==> config.mk <==
export PLATFORM = sky130hd
export DESIGN_NAME = bus_arbiter
export DESIGN_NICKNAME = d
export VERILOG_FILES = /design/src/rtl/bus_arbiter.sv
export SDC_FILE = /design/constraint.sdc
export NUM_CORES = 1
export LEC_CHECK = 0
export CORE_AREA = 4 4 135 137
export DETAILED_ROUTE_END_ITERATION = 16
export DIE_AREA = 0 0 139 141
export PLACE_DENSITY = 0.77
export SYNTH_ARGS = -nofsm -noshare
export SYNTH_HDL_FRONTEND = slang
export SYNTH_SLANG_ARGS = --single-unit
==> constraint.sdc <==
create_clock -name clock -period 6.3 [get_ports clock]
set_input_delay 1.26 -clock clock [delete_from_list [all_inputs] [get_ports clock]]
set_output_delay 1.26 -clock clock [all_outputs]
set_load 0.02 [all_outputs]
==> src/rtl/bus_arbiter.sv <==
// Two-master (ibus, dbus) to one-slave ready/valid arbiter, one transaction outstanding.
// Define BUS_ARBITER_ROUND_ROBIN_EN for round-robin ibus/dbus arbitration; default is dbus-first.
module bus_arbiter #(
  parameter int addr_width   = 32,
  parameter int data_width   = 32,
  parameter int strobe_width = data_width / 8,
  parameter int resp_width   = 1
) (
  input  logic                    clock,
  input  logic                    reset,
  input  logic                    ir_addr_valid,
  output logic                    ir_addr_ready,
  input  logic [addr_width-1:0]   ir_addr,
  output logic                    ir_data_valid,
  input  logic                    ir_data_ready,
  output logic [data_width-1:0]   ir_data,
  input  logic                    dr_addr_valid,
  output logic                    dr_addr_ready,
  input  logic [addr_width-1:0]   dr_addr,
  output logic                    dr_data_valid,
  input  logic                    dr_data_ready,
  output logic [data_width-1:0]   dr_data,
  input  logic                    dw_data_addr_valid,
  output logic                    dw_data_addr_ready,
  input  logic [data_width-1:0]   dw_data,
  input  logic [addr_width-1:0]   dw_addr,
  input  logic [strobe_width-1:0] dw_strobe,
  output logic                    dw_resp_valid,
  input  logic                    dw_resp_ready,
  output logic [resp_width-1:0]   dw_resp,
  output logic                    bus_r_addr_valid,
  input  logic                    bus_r_addr_ready,
  output logic [addr_width-1:0]   bus_r_addr,
  input  logic                    bus_r_data_valid,
  output logic                    bus_r_data_ready,
  input  logic [data_width-1:0]   bus_r_data,
  output logic                    bus_w_data_addr_valid,
  input  logic                    bus_w_data_addr_ready,
  output logic [data_width-1:0]   bus_w_data,
  output logic [addr_width-1:0]   bus_w_addr,
  output logic [strobe_width-1:0] bus_w_strobe,
  input  logic                    bus_w_resp_valid,
  output logic                    bus_w_resp_ready,
  input  logic [resp_width-1:0]   bus_w_resp
);

  // state  | meaning
  // IDLE   | no transaction outstanding, arbitrating upstream requests
  // REQ_I  | ibus read presented downstream
  // REQ_D  | dbus read presented downstream
  // REQ_W  | dbus write presented downstream
  // WAIT_I | forwarding read response to ibus
  // WAIT_D | forwarding read response to dbus
  // WAIT_W | forwarding write response to dbus
  typedef enum logic [2:0] {
    IDLE, REQ_I, REQ_D, REQ_W, WAIT_I, WAIT_D, WAIT_W
  } state_t;

  state_t state_q, state_d;
  logic   r_valid_q, r_valid_d;
  logic   w_valid_q, w_valid_d;

  logic [addr_width-1:0]   r_addr_q;
  logic [addr_width-1:0]   w_addr_q;
  logic [data_width-1:0]   w_data_q;
  logic [strobe_width-1:0] w_strobe_q;

  logic idle, dbus_req, dbus_wins;
  logic grant_i, grant_d, grant_w;
  logic wait_i, wait_d, wait_w;

  assign idle     = (state_q == IDLE) && !reset;
  assign dbus_req = dw_data_addr_valid || dr_addr_valid;

`ifdef BUS_ARBITER_ROUND_ROBIN_EN
  logic last_dbus_q, last_dbus_d;

  // On contention the master that was not granted last time wins.
  assign dbus_wins   = dbus_req && (!ir_addr_valid || !last_dbus_q);
  assign last_dbus_d = grant_i ? 1'b0 : ((grant_d || grant_w) ? 1'b1 : last_dbus_q);

  always_ff @(posedge clock) begin
    if (reset) last_dbus_q <= 1'b1;
    else       last_dbus_q <= last_dbus_d;
  end
`else
  assign dbus_wins = dbus_req;
`endif

  assign grant_w = idle && dbus_wins && dw_data_addr_valid;
  assign grant_d = idle && dbus_wins && !dw_data_addr_valid && dr_addr_valid;
  assign grant_i = idle && !dbus_wins && ir_addr_valid;

  assign ir_addr_ready      = grant_i;
  assign dr_addr_ready      = grant_d;
  assign dw_data_addr_ready = grant_w;

  always_comb begin
    state_d   = state_q;
    r_valid_d = r_valid_q;
    w_valid_d = w_valid_q;
    case (state_q)
      IDLE: begin
        if (grant_w) begin
          state_d   = REQ_W;
          w_valid_d = 1'b1;
        end else if (grant_d) begin
          state_d   = REQ_D;
          r_valid_d = 1'b1;
        end else if (grant_i) begin
          state_d   = REQ_I;
          r_valid_d = 1'b1;
        end
      end
      REQ_I: if (bus_r_addr_ready) begin
        state_d   = WAIT_I;
        r_valid_d = 1'b0;
      end
      REQ_D: if (bus_r_addr_ready) begin
        state_d   = WAIT_D;
        r_valid_d = 1'b0;
      end
      REQ_W: if (bus_w_data_addr_ready) begin
        state_d   = WAIT_W;
        w_valid_d = 1'b0;
      end
      WAIT_I: if (bus_r_data_valid && ir_data_ready) state_d = IDLE;
      WAIT_D: if (bus_r_data_valid && dr_data_ready) state_d = IDLE;
      WAIT_W: if (bus_w_resp_valid && dw_resp_ready) state_d = IDLE;
      default: state_d = IDLE;
    endcase
  end

  always_ff @(posedge clock) begin
    if (reset) begin
      state_q   <= IDLE;
      r_valid_q <= 1'b0;
      w_valid_q <= 1'b0;
    end else begin
      state_q   <= state_d;
      r_valid_q <= r_valid_d;
      w_valid_q <= w_valid_d;
    end
  end

  // Payload registers carry no reset; they are only meaningful while a valid is high.
  always_ff @(posedge clock) begin
    if (grant_i)      r_addr_q <= ir_addr;
    else if (grant_d) r_addr_q <= dr_addr;
    if (grant_w) begin
      w_addr_q   <= dw_addr;
      w_data_q   <= dw_data;
      w_strobe_q <= dw_strobe;
    end
  end

  assign bus_r_addr_valid      = r_valid_q;
  assign bus_r_addr            = r_addr_q;
  assign bus_w_data_addr_valid = w_valid_q;
  assign bus_w_addr            = w_addr_q;
  assign bus_w_data            = w_data_q;
  assign bus_w_strobe          = w_strobe_q;

  assign wait_i = (state_q == WAIT_I) && !reset;
  assign wait_d = (state_q == WAIT_D) && !reset;
  assign wait_w = (state_q == WAIT_W) && !reset;

  assign ir_data_valid = wait_i && bus_r_data_valid;
  assign ir_data       = bus_r_data;
  assign dr_data_valid = wait_d && bus_r_data_valid;
  assign dr_data       = bus_r_data;
  assign dw_resp_valid = wait_w && bus_w_resp_valid;
  assign dw_resp       = bus_w_resp;

  // Responses arriving with no owner are accepted and dropped.
  assign bus_r_data_ready = wait_i ? ir_data_ready : (wait_d ? dr_data_ready : 1'b1);
  assign bus_w_resp_ready = wait_w ? dw_resp_ready : 1'b1;

endmodule
### Yosys cells after proc, flatten, opt, wreduce, memory -nomap -nowiden

Cells that the tools add are included.

| cells by class | value |
|---|---|
| add/subtract/negate cells | 0 |
| $mul | 0 |
| divide/modulo/power cells | 0 |
| $lt $le $gt $ge | 0 |
| eq/ne operators | 17 |
| shifts and indexed selects | 0 |
| muxes and demuxes | 23 |
| bitwise operators | 0 |
| reductions and logical operators | 28 |

Operators with widths:

| cell | count |
|---|---|
| $mux W32 | 2 |
| $mux W3 | 9 |
| $pmux W3 S7 | 1 |
| $logic_and A1 B1 Y1 | 16 |
| $ne A2 B2 Y1 const B | 8 |
| $eq A3 B3 Y1 const B | 3 |
| $mux W1 | 9 |
| $reduce_and A7 Y1 | 1 |
| $eq A3 B2 Y1 const B | 2 |
| $reduce_bool A2 Y1 | 3 |
| $ne A4 B4 Y1 const B | 1 |
| $pmux W1 S2 | 2 |
| $reduce_and A4 Y1 | 1 |
| $eq A3 B1 Y1 const B | 1 |
| $logic_not A1 Y1 | 3 |
| $logic_not A3 Y1 | 1 |
| $ne A3 B3 Y1 const B | 1 |
| $reduce_and A3 Y1 | 1 |
| $ne A2 B1 Y1 const B | 1 |
| $reduce_or A2 Y1 | 1 |
| $logic_or A1 B1 Y1 | 1 |

| storage, ports and cells | value |
|---|---|
| register bits after elaboration | 105 |
| latch bits | 0 |
| memory bits (writable) | 0 |
| bits in read-only memories | 0 |
| output and inout bits | 175 |
| word-level logic and storage cells | 75 |
| memories | 0 |

### Depth between registers and ports, before layout

| logic depth | value |
|---|---|
| depth after elaboration | 8 |
| depth in mapped cells | 5 |
| depth with buffers taken out | 4 |

### Worst setup path before layout

OpenSTA, ideal clock, no wires.

| path | value |
|---|---|
| kind | input to output |
| from | in reset |
| to | out dw_data_addr_ready |
| arrival | 3.296 ns |
| required time | 5.040 ns |
| path slack | 1.744 ns |
| stages | 2 |
| path through | nor4_4 and2_1 |

| on the way | value |
|---|---|
| longest elaborated chain between the ends | 4 |

RTL lines:

| element | RTL line | text |
|---|---|---|
| start, declared | 10 | `input logic reset,` |
| $logic_not A1 Y1 | 72 | `assign idle = (state_q == IDLE) && !reset;` |
| $logic_and A1 B1 Y1 | 72 |  |
| $logic_and A1 B1 Y1 (2 in series) | 90 | `assign grant_w = idle && dbus_wins && dw_data_addr_valid;` |
| end, declared | 24 | `output logic dw_data_addr_ready,` |

No other way between the ends.

### Worst setup path in the final report

| path | value |
|---|---|
| from | in reset |
| to | out ir_addr_ready |

| on the way | value |
|---|---|
| longest elaborated chain between the ends | 4 |

RTL lines:

| element | RTL line | text |
|---|---|---|
| $logic_not A1 Y1 | 72 |  |
| $logic_and A1 B1 Y1 | 72 |  |
| $logic_and A1 B1 Y1 (2 in series) | 92 | `assign grant_i = idle && !dbus_wins && ir_addr_valid;` |
| end, declared | 12 | `output logic ir_addr_ready,` |

No other way between the ends.

==> metrics.cfg <==
[placement]
dpl_worst_slack_ns = 1.43
gp_congestion = 0.838
portBuffers = 253
dpl_cell_area_mm2 = 0.00676
hpwlAfterDp_um = 11500

[power_and_ir_drop]
p_sw_uw = 595
p_sw_share_pct = 28.8
power.share.sequential_pct = 46.0
power.density_mw_per_mm2 = 293
power.share.combinational_pct = 27.5
p_leak_uw = 0.00254
ir_worst_vdd_uv = 124
clkPwrFrac_pct = 26.4
internal-power_uw = 1470

[clock_network]
postCtsHoldBufs = 0
cts_resized = 0
cts.sinks = 105
numCtsBuffers = 9
cts-htree-levels = 3
post_cts_buffers = 0
path_clk_slew_ns = 0.07
clk_latency_ns = 0.35
cts-root-buf = clkbuf_16
cts_buffer_depth = 2
cts_tree = done

[yosys]
synthCells = 256
async_flop_share_pct = 0
syn-num-nets = 433
netlist_top_cells_count = edfxtp_1, buf_4, mux2_4
yosysUniqueCellTypes = 34
ys_top_cells_by_area = edfxtp_1, buf_4, mux2_4, dfxtp_1, buf_6
synth_top_area_share_pct = 67.1
synth_seq_cells = 105
synth-edff-count = 100
netlist_area_mm2 = 0.00448
ys_seq_area_share_pct = 69.3
yosys_warnings = 0
synth.avg_cell_area_um2 = 17.5
synthFlopType = edfxtp_1
synth_area_leader_cell = edfxtp_1
yosysMostFrequentCell = edfxtp_1

[sta]
drv_slew = 0
layout_min_cycle_time_ns = 4.83
setup_slack_ns = 1.47
fmax_mhz = 207
tns_ns = 0
max_slew_margin_pct = 43.7
finalSetupViolCount = 0
final_hold_viol_count = 0
worstMarginPinSlew_ns = 0.844
holdWs_ns = 0.498
rsz0062_at_grt = no
fin_skew_ns = 0.00920
fin_crit_sh_pct = 76.6

[worst_setup_path]
criticalPathCategory = in2out
worstSetupStartpointType = primary input
r2r_slack_ns = 3.46
cp-end-kind = output pin
critPathCapture = ir_addr_ready
timing.rr.end = bus_r_addr[24]$_DFFE_PP_
r2r_cells = 4
required_ns = 5.04
cp.arrival_ns = 3.57
crit_path_max_fanout = 33
startpoint = reset
reg2reg_from = state_q[2]$_SDFFE_PP0P_

[global_route]
grt_pass1_wl_um = 19200
antenna_found_initial = 0
grt_pass1_vias = 3009
grt_start_max_net_pins = 41
overflow = 0
grt_usage_pct = 13.3

[floorplanning]
start_util_pct = 26.2
row_count = 48
die_y_um = 141
die_w_um = 139
num_io_pins = 352
fp.dieArea_mm2 = 0.0196
fp.coreArea_mm2 = 0.0171

[detailed_routing]
vias = 2820
via_per_inst = 4.14
drc = 0
wire_per_inst_um = 20.3
wirelength_um = 13800
drt_iter0_drc = 121
drtPass1Iterations = 4
antenna_left = 0

[flow_run]
cap_violations = 0

[hold_path]
hold_depth = 1
holdCritPathClass = reg2reg

[cells_and_area]
finish.instance_area_mm2 = 0.00705
syn_to_final_growth_pct = 57.4
drive_gt1_share_pct = 12.7
n_antenna_cell = 0
layout.nets = 628

[status]
status = completed

==> cell usage in the layout, fill, tap and decap left out, types with 2 or more instances in the layout <==
| cell | count |
|---|---|
| clkdlybuf4s50_1 | 253 |
| edfxtp_1 | 100 |
| mux2_4 | 29 |
| clkbuf_16 | 9 |
| nor2_1 | 6 |
| nand2_1 | 6 |
| dfxtp_1 | 5 |
| mux2i_1 | 4 |
| mux2_2 | 3 |
| inv_8 | 3 |
| inv_1 | 2 |
| and4_1 | 2 |
| nor2b_1 | 2 |
| nand3_1 | 2 |
| o21ai_0 | 2 |
| a21oi_1 | 2 |
| nand3b_1 | 2 |
| inv_6 | 2 |
| buf_4 | 2 |
==> sequential cells by signal, summed over array words and instances (netlist names) <==
signal,flops
bus_r_addr,32
bus_r_addr_valid,1
bus_w_addr,32
bus_w_data,32
bus_w_data_addr_valid,1
bus_w_strobe,4
state_q,3
==> metal layers <==
| metal | wire length, um | global-route usage (%) | up-vias |
|---|---|---|---|
| met1 | 4290 | 11.6 | 1303 |
| met4 | 224 | 4.38 | 0 |
| met5 | 0 | 0 | - |
| li1 | - | - | 1265 |
| met2 | 7730 | 26.5 | 235 |
| met3 | 1590 | 6.38 | 17 |
==> power groups by stage <==
stage / Combinational (uW) / Sequential [uW] / Clock, uW
after floorplan: 244 / 1060 / 0
after global placement: 568 / 962 / 0
after detailed placement: 576 / 967 / 0
after CTS: 578 / 951 / 569
after global routing: 599 / 961 / 600
final: 569 / 950 / 546
==> worst min path at each step <==
stage | startpoint | end | slack (ns)
6_report | bus_w_data_addr_valid$_SDFFE_PP0P_ | bus_w_data_addr_valid$_SDFFE_PP0P_ | 0.50
3_3_place_gp | bus_w_data_addr_valid$_SDFFE_PP0P_ | bus_w_data_addr_valid$_SDFFE_PP0P_ | 0.47
2_1_floorplan | bus_r_addr_valid$_SDFFE_PP0P_ | bus_r_addr_valid$_SDFFE_PP0P_ | 0.54
5_1_grt | bus_r_addr_valid$_SDFFE_PP0P_ | bus_r_addr_valid$_SDFFE_PP0P_ | 0.51
3_5_place_dp | bus_w_data_addr_valid$_SDFFE_PP0P_ | bus_w_data_addr_valid$_SDFFE_PP0P_ | 0.48
4_1_cts | bus_r_addr_valid$_SDFFE_PP0P_ | bus_r_addr_valid$_SDFFE_PP0P_ | 0.50
==> area by class of cell <==
cell class                 count  area (um^2)
clock buffer                  10          229
multi-input combinational     78          820
timing repair buffer         255         2550
inverter                       2         7.51
sequential                   105         3100
clock inverter                 6         58.8
fill                        1539        10000
tap                          225          282
==> cell families after synthesis <==
family                    after synthesis  share of synthesized area (%)
muxes                                  36                           11.4
xor gates and xnor gates                1                          0.196
buffers and inverters                  73                           12.4
DFF                                   105                           69.3
and+or+nand+nor                        32                           4.78
AOI/OAI and AO/OA                       9                           1.93
==> per-stage QoR <==
| step | total power (uW) | std cells | utilization, % |
|---|---|---|---|
| finish | 2070 | 681 | 41.3 |
| global route | 2160 | 681 | 41.3 |
| CTS | 2100 | 681 | 41.3 |
| detailed placement | 1540 | 665 | 39.6 |
| global placement | 1530 | 665 | 39.6 |
| floorplan | 1300 | 256 | - |
==> worst max-delay path, cell delays in order <==
cell	delay, ns
clkdlybuf4s50_1	0.56
nor4_4	0.30
nand3_4	0.57
inv_1	0.24
clkdlybuf4s50_1	0.63
Power figures use the tool's default switching activity.
